**src/rtl/debug_unit_pkg.sv**
```systemverilog
// Shared definitions for the host debug unit: command bytes, FSM encoding and
// the layout of the PC / register / memory dump.
package debug_unit_pkg;

  localparam logic [7:0] CMD_LOAD = 8'h4C;
  localparam logic [7:0] CMD_RUN  = 8'h43;
  localparam logic [7:0] CMD_STEP = 8'h53;

  localparam logic [31:0] HALT_INSTR_DEFAULT = 32'hFC000000;

  localparam int DUMP_PC_WORDS  = 1;
  localparam int DUMP_REG_WORDS = 32;
  localparam int DUMP_MEM_WORDS = 32;
  localparam int DUMP_WORDS     = DUMP_PC_WORDS + DUMP_REG_WORDS + DUMP_MEM_WORDS;
  localparam int WORD_IDX_W     = $clog2(DUMP_WORDS);

  typedef enum logic [3:0] {
    ST_IDLE    = 4'd0,
    ST_LOAD    = 4'd1,
    ST_WRITE   = 4'd2,
    ST_RUN     = 4'd3,
    ST_STEP    = 4'd4,
    ST_SETTLE  = 4'd5,
    ST_LATCH   = 4'd6,
    ST_TX_BYTE = 4'd7,
    ST_TX_WAIT = 4'd8
  } state_e;

  typedef enum logic [1:0] {
    SER_IDLE = 2'd0,
    SER_SEND = 2'd1,
    SER_WAIT = 2'd2
  } ser_phase_e;

  // Word 0 is the PC; words 1..32 map to registers 0..31 and 33..64 to memory
  // words 0..31, so both sections reduce to (idx - 1) modulo 32.
  function automatic logic [4:0] dump_addr(input logic [WORD_IDX_W-1:0] idx);
    return 5'(idx - WORD_IDX_W'(1));
  endfunction

endpackage

```
**src/rtl/debug_unit_word_tx_serializer.sv**
```systemverilog
// Loads one word and sends it MSB-first as NBYTES bytes over a
// start-strobe / done-strobe UART TX handshake.
module word_tx_serializer
  import debug_unit_pkg::*;
#(
  parameter int BYTE_SZ = 8,
  parameter int NBYTES  = 4
) (
  input  logic                      i_clk,
  input  logic                      i_reset,
  input  logic                      i_start,
  input  logic [BYTE_SZ*NBYTES-1:0] i_word,
  input  logic                      i_tx_done,
  output logic [BYTE_SZ-1:0]        o_tx_data,
  output logic                      o_tx_start,
  output logic                      o_busy,
  output logic                      o_done
);

  localparam int W     = BYTE_SZ * NBYTES;
  localparam int CNT_W = (NBYTES > 1) ? $clog2(NBYTES) : 1;
  localparam logic [CNT_W-1:0] LAST_BYTE = CNT_W'(NBYTES - 1);

  ser_phase_e       phase_q, phase_d;
  logic [W-1:0]     shift_q, shift_d;
  logic [CNT_W-1:0] cnt_q, cnt_d;

  always_comb begin
    phase_d = phase_q;
    shift_d = shift_q;
    cnt_d   = cnt_q;
    o_done  = 1'b0;
    case (phase_q)
      SER_IDLE: if (i_start) begin
        shift_d = i_word;
        cnt_d   = '0;
        phase_d = SER_SEND;
      end
      SER_SEND: phase_d = SER_WAIT;
      SER_WAIT: if (i_tx_done) begin
        if (cnt_q == LAST_BYTE) begin
          o_done  = 1'b1;
          phase_d = SER_IDLE;
        end else begin
          shift_d = {shift_q[W-BYTE_SZ-1:0], {BYTE_SZ{1'b0}}};
          cnt_d   = cnt_q + 1'b1;
          phase_d = SER_SEND;
        end
      end
      default: phase_d = SER_IDLE;
    endcase
  end

  always_ff @(posedge i_clk or negedge i_reset) begin
    if (!i_reset) begin
      phase_q <= SER_IDLE;
      shift_q <= '0;
      cnt_q   <= '0;
    end else begin
      phase_q <= phase_d;
      shift_q <= shift_d;
      cnt_q   <= cnt_d;
    end
  end

  // Top byte of the shift register is held steady until its done strobe.
  assign o_tx_data  = shift_q[W-1 -: BYTE_SZ];
  assign o_tx_start = (phase_q == SER_SEND);
  assign o_busy     = (phase_q != SER_IDLE);

endmodule

```
**src/rtl/debug_unit.sv**
```systemverilog
// Host-side debug controller for the MIPS pipeline: loads a program from UART,
// runs or steps it, then streams PC, register file and data memory back.
module debug_unit
  import debug_unit_pkg::*;
#(
  parameter int                 INST_SZ     = 32,
  parameter int                 PC_SZ       = 32,
  parameter int                 REG_SZ      = 5,
  parameter int                 BYTE_SZ     = 8,
  parameter logic [INST_SZ-1:0] HALT_INSTR  = HALT_INSTR_DEFAULT,
  parameter int                 INST_MAX    = 256,
  parameter int                 RUN_TIMEOUT = 1 << 20
) (
  input  logic               i_clk,
  input  logic               i_reset,
  input  logic [BYTE_SZ-1:0] i_rx_data,
  input  logic               i_rx_valid,
  input  logic               i_tx_done,
  output logic [BYTE_SZ-1:0] o_tx_data,
  output logic               o_tx_start,
  input  logic [PC_SZ-1:0]   i_pc,
  input  logic [INST_SZ-1:0] i_mem,
  input  logic [INST_SZ-1:0] i_reg,
  input  logic               i_halt,
  output logic [INST_SZ-1:0] o_instruction,
  output logic               o_write,
  output logic               o_enable,
  output logic [REG_SZ-1:0]  o_debug_addr,
  output logic [3:0]         o_state
);

  localparam int NBYTES = INST_SZ / BYTE_SZ;
  localparam int BCNT_W = $clog2(NBYTES);
  localparam int LCNT_W = $clog2(INST_MAX + 1);
  localparam int TCNT_W = $clog2(RUN_TIMEOUT);

  localparam logic [BCNT_W-1:0]     LAST_BYTE    = BCNT_W'(NBYTES - 1);
  localparam logic [LCNT_W-1:0]     INST_MAX_C   = LCNT_W'(INST_MAX);
  localparam logic [TCNT_W-1:0]     TIMEOUT_LAST = TCNT_W'(RUN_TIMEOUT - 1);
  localparam logic [WORD_IDX_W-1:0] LAST_WORD    = WORD_IDX_W'(DUMP_WORDS - 1);
  localparam logic [WORD_IDX_W-1:0] LAST_REG_IDX = WORD_IDX_W'(DUMP_REG_WORDS);

  state_e                state_q, state_d;
  logic [BCNT_W-1:0]     byte_cnt_q, byte_cnt_d;
  logic [INST_SZ-1:0]    word_q, word_d;
  logic [LCNT_W-1:0]     load_cnt_q, load_cnt_d;
  logic [TCNT_W-1:0]     timer_q, timer_d;
  logic [WORD_IDX_W-1:0] word_idx_q, word_idx_d;
  logic [INST_SZ-1:0]    instr_q, instr_d;
  logic                  write_q, write_d;
  logic                  enable_q, enable_d;
  logic [REG_SZ-1:0]     addr_q, addr_d;

  logic [INST_SZ-1:0] word_next;
  logic [INST_SZ-1:0] ser_word;
  logic               ser_start;
  logic               ser_busy;
  logic               ser_done;

  assign word_next = {word_q[INST_SZ-BYTE_SZ-1:0], i_rx_data};

  always_comb begin
    if (word_idx_q == '0)              ser_word = INST_SZ'(i_pc);
    else if (word_idx_q <= LAST_REG_IDX) ser_word = i_reg;
    else                               ser_word = i_mem;
  end

  always_comb begin
    state_d    = state_q;
    byte_cnt_d = byte_cnt_q;
    word_d     = word_q;
    load_cnt_d = load_cnt_q;
    timer_d    = timer_q;
    word_idx_d = word_idx_q;
    instr_d    = instr_q;
    addr_d     = addr_q;
    write_d    = 1'b0;
    enable_d   = 1'b0;
    ser_start  = 1'b0;
    case (state_q)
      ST_IDLE: if (i_rx_valid) begin
        case (i_rx_data)
          CMD_LOAD: begin
            state_d    = ST_LOAD;
            byte_cnt_d = '0;
            load_cnt_d = '0;
          end
          CMD_RUN: begin
            state_d  = ST_RUN;
            enable_d = 1'b1;
            timer_d  = '0;
          end
          CMD_STEP: begin
            state_d  = ST_STEP;
            enable_d = !i_halt;
          end
          default: ;
        endcase
      end
      ST_LOAD: if (i_rx_valid) begin
        word_d = word_next;
        if (byte_cnt_q == LAST_BYTE) begin
          state_d    = ST_WRITE;
          byte_cnt_d = '0;
          instr_d    = word_next;
          // Words past the capacity are still parsed so the halt word is found.
          if (load_cnt_q < INST_MAX_C) begin
            write_d    = 1'b1;
            load_cnt_d = load_cnt_q + 1'b1;
          end
        end else begin
          byte_cnt_d = byte_cnt_q + 1'b1;
        end
      end
      ST_WRITE: state_d = (word_q == HALT_INSTR) ? ST_IDLE : ST_LOAD;
      ST_RUN: begin
        timer_d = timer_q + 1'b1;
        if (i_halt || timer_q == TIMEOUT_LAST) begin
          state_d    = ST_SETTLE;
          word_idx_d = '0;
          addr_d     = '0;
        end else begin
          enable_d = 1'b1;
        end
      end
      ST_STEP: begin
        state_d    = ST_SETTLE;
        word_idx_d = '0;
        addr_d     = '0;
      end
      ST_SETTLE: state_d = ST_LATCH;
      ST_LATCH: begin
        ser_start = 1'b1;
        state_d   = ST_TX_BYTE;
      end
      ST_TX_BYTE: state_d = ST_TX_WAIT;
      ST_TX_WAIT: begin
        if (ser_done) begin
          if (word_idx_q == LAST_WORD) begin
            state_d = ST_IDLE;
            addr_d  = '0;
          end else begin
            word_idx_d = word_idx_q + 1'b1;
            addr_d     = REG_SZ'(dump_addr(word_idx_q + 1'b1));
            state_d    = ST_SETTLE;
          end
        end else if (i_tx_done && ser_busy) begin
          state_d = ST_TX_BYTE;
        end
      end
      default: state_d = ST_IDLE;
    endcase
  end

  always_ff @(posedge i_clk or negedge i_reset) begin
    if (!i_reset) begin
      state_q    <= ST_IDLE;
      byte_cnt_q <= '0;
      word_q     <= '0;
      load_cnt_q <= '0;
      timer_q    <= '0;
      word_idx_q <= '0;
      instr_q    <= '0;
      write_q    <= 1'b0;
      enable_q   <= 1'b0;
      addr_q     <= '0;
    end else begin
      state_q    <= state_d;
      byte_cnt_q <= byte_cnt_d;
      word_q     <= word_d;
      load_cnt_q <= load_cnt_d;
      timer_q    <= timer_d;
      word_idx_q <= word_idx_d;
      instr_q    <= instr_d;
      write_q    <= write_d;
      enable_q   <= enable_d;
      addr_q     <= addr_d;
    end
  end

  word_tx_serializer #(
    .BYTE_SZ (BYTE_SZ),
    .NBYTES  (NBYTES)
  ) u_ser (
    .i_clk      (i_clk),
    .i_reset    (i_reset),
    .i_start    (ser_start),
    .i_word     (ser_word),
    .i_tx_done  (i_tx_done),
    .o_tx_data  (o_tx_data),
    .o_tx_start (o_tx_start),
    .o_busy     (ser_busy),
    .o_done     (ser_done)
  );

  assign o_instruction = instr_q;
  assign o_write       = write_q;
  assign o_enable      = enable_q;
  assign o_debug_addr  = addr_q;
  assign o_state       = state_q;

endmodule

```
**config.mk**
```make
export PLATFORM = sky130hd
export DESIGN_NAME = debug_unit
export DESIGN_NICKNAME = d
export VERILOG_FILES = /design/src/rtl/debug_unit_pkg.sv /design/src/rtl/debug_unit_word_tx_serializer.sv /design/src/rtl/debug_unit.sv
export SDC_FILE = /design/constraint.sdc
export NUM_CORES = 1
export LEC_CHECK = 0
export BUFFER_PORTS_ARGS = -buffer_cell sky130_fd_sc_hd__buf_2
export CAP_MARGIN = 20
export CORE_AREA = 5 5 106 158
export CTS_CLUSTER_SIZE = 40
export DETAILED_ROUTE_END_ITERATION = 16
export DIE_AREA = 0 0 111 163
export GPL_TIMING_DRIVEN = 0
export PLACE_DENSITY = 0.82
export SLEW_MARGIN = 30
export SYNTH_ARGS = -nofsm -noshare
export SYNTH_HDL_FRONTEND = slang
export SYNTH_SLANG_ARGS = --single-unit
```
**constraint.sdc**
```tcl
create_clock -name i_clk -period 4.8 [get_ports i_clk]
set_input_delay 0.24 -clock i_clk [delete_from_list [all_inputs] [get_ports i_clk]]
set_output_delay 0.24 -clock i_clk [all_outputs]
set_load 0.03 [all_outputs]
```
==> results.md <==
- The worst hold path belongs to the class in2reg.
- The finished layout holds 1094 standard cells, fillers aside.
- Summed over all cells, the static leakage comes to 4.25 nW.
- The tool flagged a number of max-cap violations equal to 0.
- Walking the worst path, the cells encountered are inv_1 > ha_1 > nor3b_1 > nand3b_1 > clkbuf_1 > clkbuf_1 > nand3b_1 > o221ai_1 > o22ai_1.
- The row count is 56.
- The largest net degree at the start of global routing is 79.
- The clock passes through at most 2 buffers.
- The number of antenna violations at the first check in global routing is 0.
- The floorplan step defined a core boundary enclosing 15300 µm².
- The post-route netlist has 34.2% of its cells at a drive strength greater than 1.
- The combined global-route utilization of all metal layers is 22.1%.
- The worst reg2reg path endpoint is u_ser.shift_q[8].
- After the last flow step, the layout net total stands at 994.
- The gate count of the mapped netlist is 698.
- The number of iterations in the first detailed-routing pass is 4.
- The area of the die is 18100 µm².
- Relative to the synthesized area, the layout overhead comes to 23.1%.
- After clock tree synthesis, the clock-pin slew on the worst setup and hold paths is 70 ps.
- The flow ran to the end, and the final reports show no timing, DRC or antenna violations.
- The required time of the worst setup path is 5080 ps.
- Once the floorplan was initialized, standard cells occupied 48.8% of the core.
- The cell sitting at the root of the clock tree is a clkbuf_16.
- The number of distinct library cells after synthesis is 70.
- The most used flip-flop cell after synthesis is dfrtp_1.
- The post-detailed-route via-to-cell ratio is 5.76.
- The endpoint of the most critical setup path is u_ser.shift_q[8].
- The worst-path cell with the longest stage delay is clkbuf_1.
- The critical path is of the reg2reg type.
- The setup slack on the worst flop-to-flop path is 2200 ps.
- The global-route wire length before repair is 32300 µm.
- The count of synthesis-stage warnings from yosys is 0.
- The least setup slack across all paths after layout is 2200 ps.
- The minimum clock period after layout is 2600 ps.
- The peak ir drop on the vdd network is 0.476 mV.
- When the netlist entered floorplanning its net count stood at 814.
- The via count of the first global-routing pass is 6401.
- The max-slew violation count is 0.
- The kind of start point of the critical path is a register.
- The I/O pin count is 161.
- Prior to clock tree synthesis, the placed netlist has a worst setup slack of 2240 ps.
- The portion of the clock cycle consumed by the worst path in the final layout is 54.2%.
- The final routed DRC violation total is 0.
- The power per cell area is 631 nW/µm².
- The slew of the pin with the lowest slew margin is 623 ps.
- The number of antenna diodes in the final layout is 0.
- The placed instance count is 1061.
- On the worst path, the slowest cell contributes a delay of 480 ps.
- The number of cells on the worst reg-to-reg path is 9.
- Once placement finished, the instance area stood at 8580 µm².
- The area fraction of the dominant cell type after synthesis is 49.8%.
- The die is 163 µm tall.
- The worst-case headroom to the max-slew limit is 58.5%.
- The number of hold violations in the final report is 0.
- The total via count after detailed routing is 6297.
- Setup repair after global routing left no endpoint under its margin.
- Counting instances, the worst hold path has a depth of 2.
- In the final routed layout, each cell accounts on average for 17.9 µm.
- The mapped netlist covers 7490 µm².
- The commonest cells after synthesis are dfrtp_1, mux2_2, nor2_1.
- Data on the critical path arrives at its endpoint at 2880 ps.
- The CTS tree is yes.
- The startpoint of the worst register-to-register path is word_idx_q[0].
- The most common cell in the netlist is dfrtp_1.
- The most critical setup path has its startpoint at word_idx_q[0].
- Detailed placement finished with a half-perimeter wire length of 14100 µm.
- The final layout contains routed wiring with a total length of 19600 µm.
- The later pin in the worst-skew pair is clocked with a latency of 430 ps.
- After the first detailed-routing iteration, the DRC count stood at 292.
- The congestion estimate from routability-driven global placement came to 0.927.
- The number of enable flip-flop cells after synthesis is 0.
- The final global-route overflow total is 0.
- By area the synthesized netlist is led by dfrtp_1, mux2_2, o221ai_1.
- In this run the horizontal extent of the chip is 111 µm.
- STA classifies the critical path endpoint as a register.
- Buffers inserted during clock tree synthesis total 17.
- Of all nets on the critical path, the largest fanout is 10.
- The finished cells cover 9220 µm².
- The area used by sequential logic in the layout is 3730 µm².
- During placement, the flow inserted port buffers numbering 159.
- In this run the most critical hold path is launched from i_rx_data[6].
- The sequential share of the synthesized area is 49.8%.
- The post-route antenna net violation count is 0.
- Adding up every negative setup slack in the final design gives 0 ps.
- The fraction of synthesis flops using an asynchronous set or reset pin is 100%.
- On the final layout, the worst clock skew is 15.5 ps.
- The number of H-tree levels is 4.
- The maximum clock frequency is 384 MHz.
- The clock net sink count is 149.
- Once the clock tree was built, the resizer swapped 0 gates to a different size.
- Summed over all instances, the cell type with the most area after synthesis is dfrtp_1.
- Summing all multi-input logic gate instances after layout gives 3440 µm².
- The final count of negative-setup-slack endpoints is 0.
- The average cell area after synthesis is 10.7 µm².
- The tightest hold margin is 77.6 ps.
- The number of inserted filler cells in the final layout is 1223.
- The flip-flop and latch count after synthesis is 149.
cell type report:
| cell class | count | area share [%] |
|---|---|---|
| Clock buffer | 17 | 4.62 |
| Tap cell | 203 | 2.76 |
| Inverter | 13 | 0.530 |
| Timing Repair Buffer | 161 | 9.15 |
| Clock inverter | 15 | 2.21 |
| Sequential cell | 149 | 40.5 |
| Multi-Input combinational cell | 479 | 37.3 |
| Buffer | 57 | 2.96 |
cells in the final DEF (no fill, tap or decap), types with 5 or more instances in the layout:
cell type,n
nor2b_1,6
o21ai_0,21
nand3b_1,34
o22ai_1,24
inv_8,7
clkbuf_1,23
buf_2,178
nand2_1,32
mux2i_1,5
and3_1,9
xnor2_1,8
buf_1,5
buf_4,9
o211ai_1,5
a31oi_1,6
nor2_1,59
o31ai_1,7
a21oi_1,37
nand3_1,19
mux2_2,64
o221ai_1,32
ha_1,7
inv_1,12
nor4_1,6
xor2_1,15
dfrtp_1,149
nand4_1,12
clkbuf_16,17
worst min-delay path by stage:
stage,end
after floorplan,byte_cnt_q[0]
after global placement,u_ser.shift_q[2]
after detailed placement,load_cnt_q[2]
after CTS,word_q[6]
after global routing,word_q[7]
final,word_q[6]
registers in the layout, indices dropped and copies added, names as in the netlist:
signal         count
byte_cnt_q         2
load_cnt_q         9
o_debug_addr       5
o_enable           1
o_instruction     32
o_state            4
o_write            1
timer_q           20
u_ser.cnt_q        2
u_ser.phase_q      2
u_ser.shift_q     32
word_idx_q         7
word_q            32
through the flow:
stage          power [W]  util, %
6_report         0.00582     60.1
5_1_grt          0.00614     60.1
4_1_cts          0.00584     60.1
3_5_place_dp     0.00440     55.9
3_3_place_gp     0.00432     55.6
2_1_floorplan    0.00370        -
metal layers:
layer	share of wire (%)	track usage (%)
met2	53	39.7
met5	0	0
met1	38	24.4
met4	3.0	9.58
met3	6.0	5.99
critical path: cells and delay by family, from the launching register on:
kind,cells,cell delay [ps]
compound gates,2,230
simple gates,3,460
flops,1,470
fa+ha+maj,1,220
buf+inv,3,1060
cell families (layout without fill, tap and decap cells):
logic type	after synthesis	in the layout	share of synthesized area, %
adders and majority gates	7	7	1.17
muxes	70	70	10.5
AOI/OAI and AO/OA	165	165	15.2
buffers and inverters	70	263	4.29
and+or+nand+nor	214	214	16.3
xor gates and xnor gates	23	23	2.69
DFF	149	149	49.8
power breakdown:
part           internal (W)  switching, W  leakage, nW
clock              0.000802      0.000610        0.303
sequential          0.00174      0.000403         1.83
combinational      0.000945       0.00132         2.11
timing repair:
item / 4_1_cts / 5_1_grt
endpoints found under the hold margin: 71 / 0
hold buffers: 1 / 0
setup buffers: 0 / 0
(Power assumes the default switching activity.)
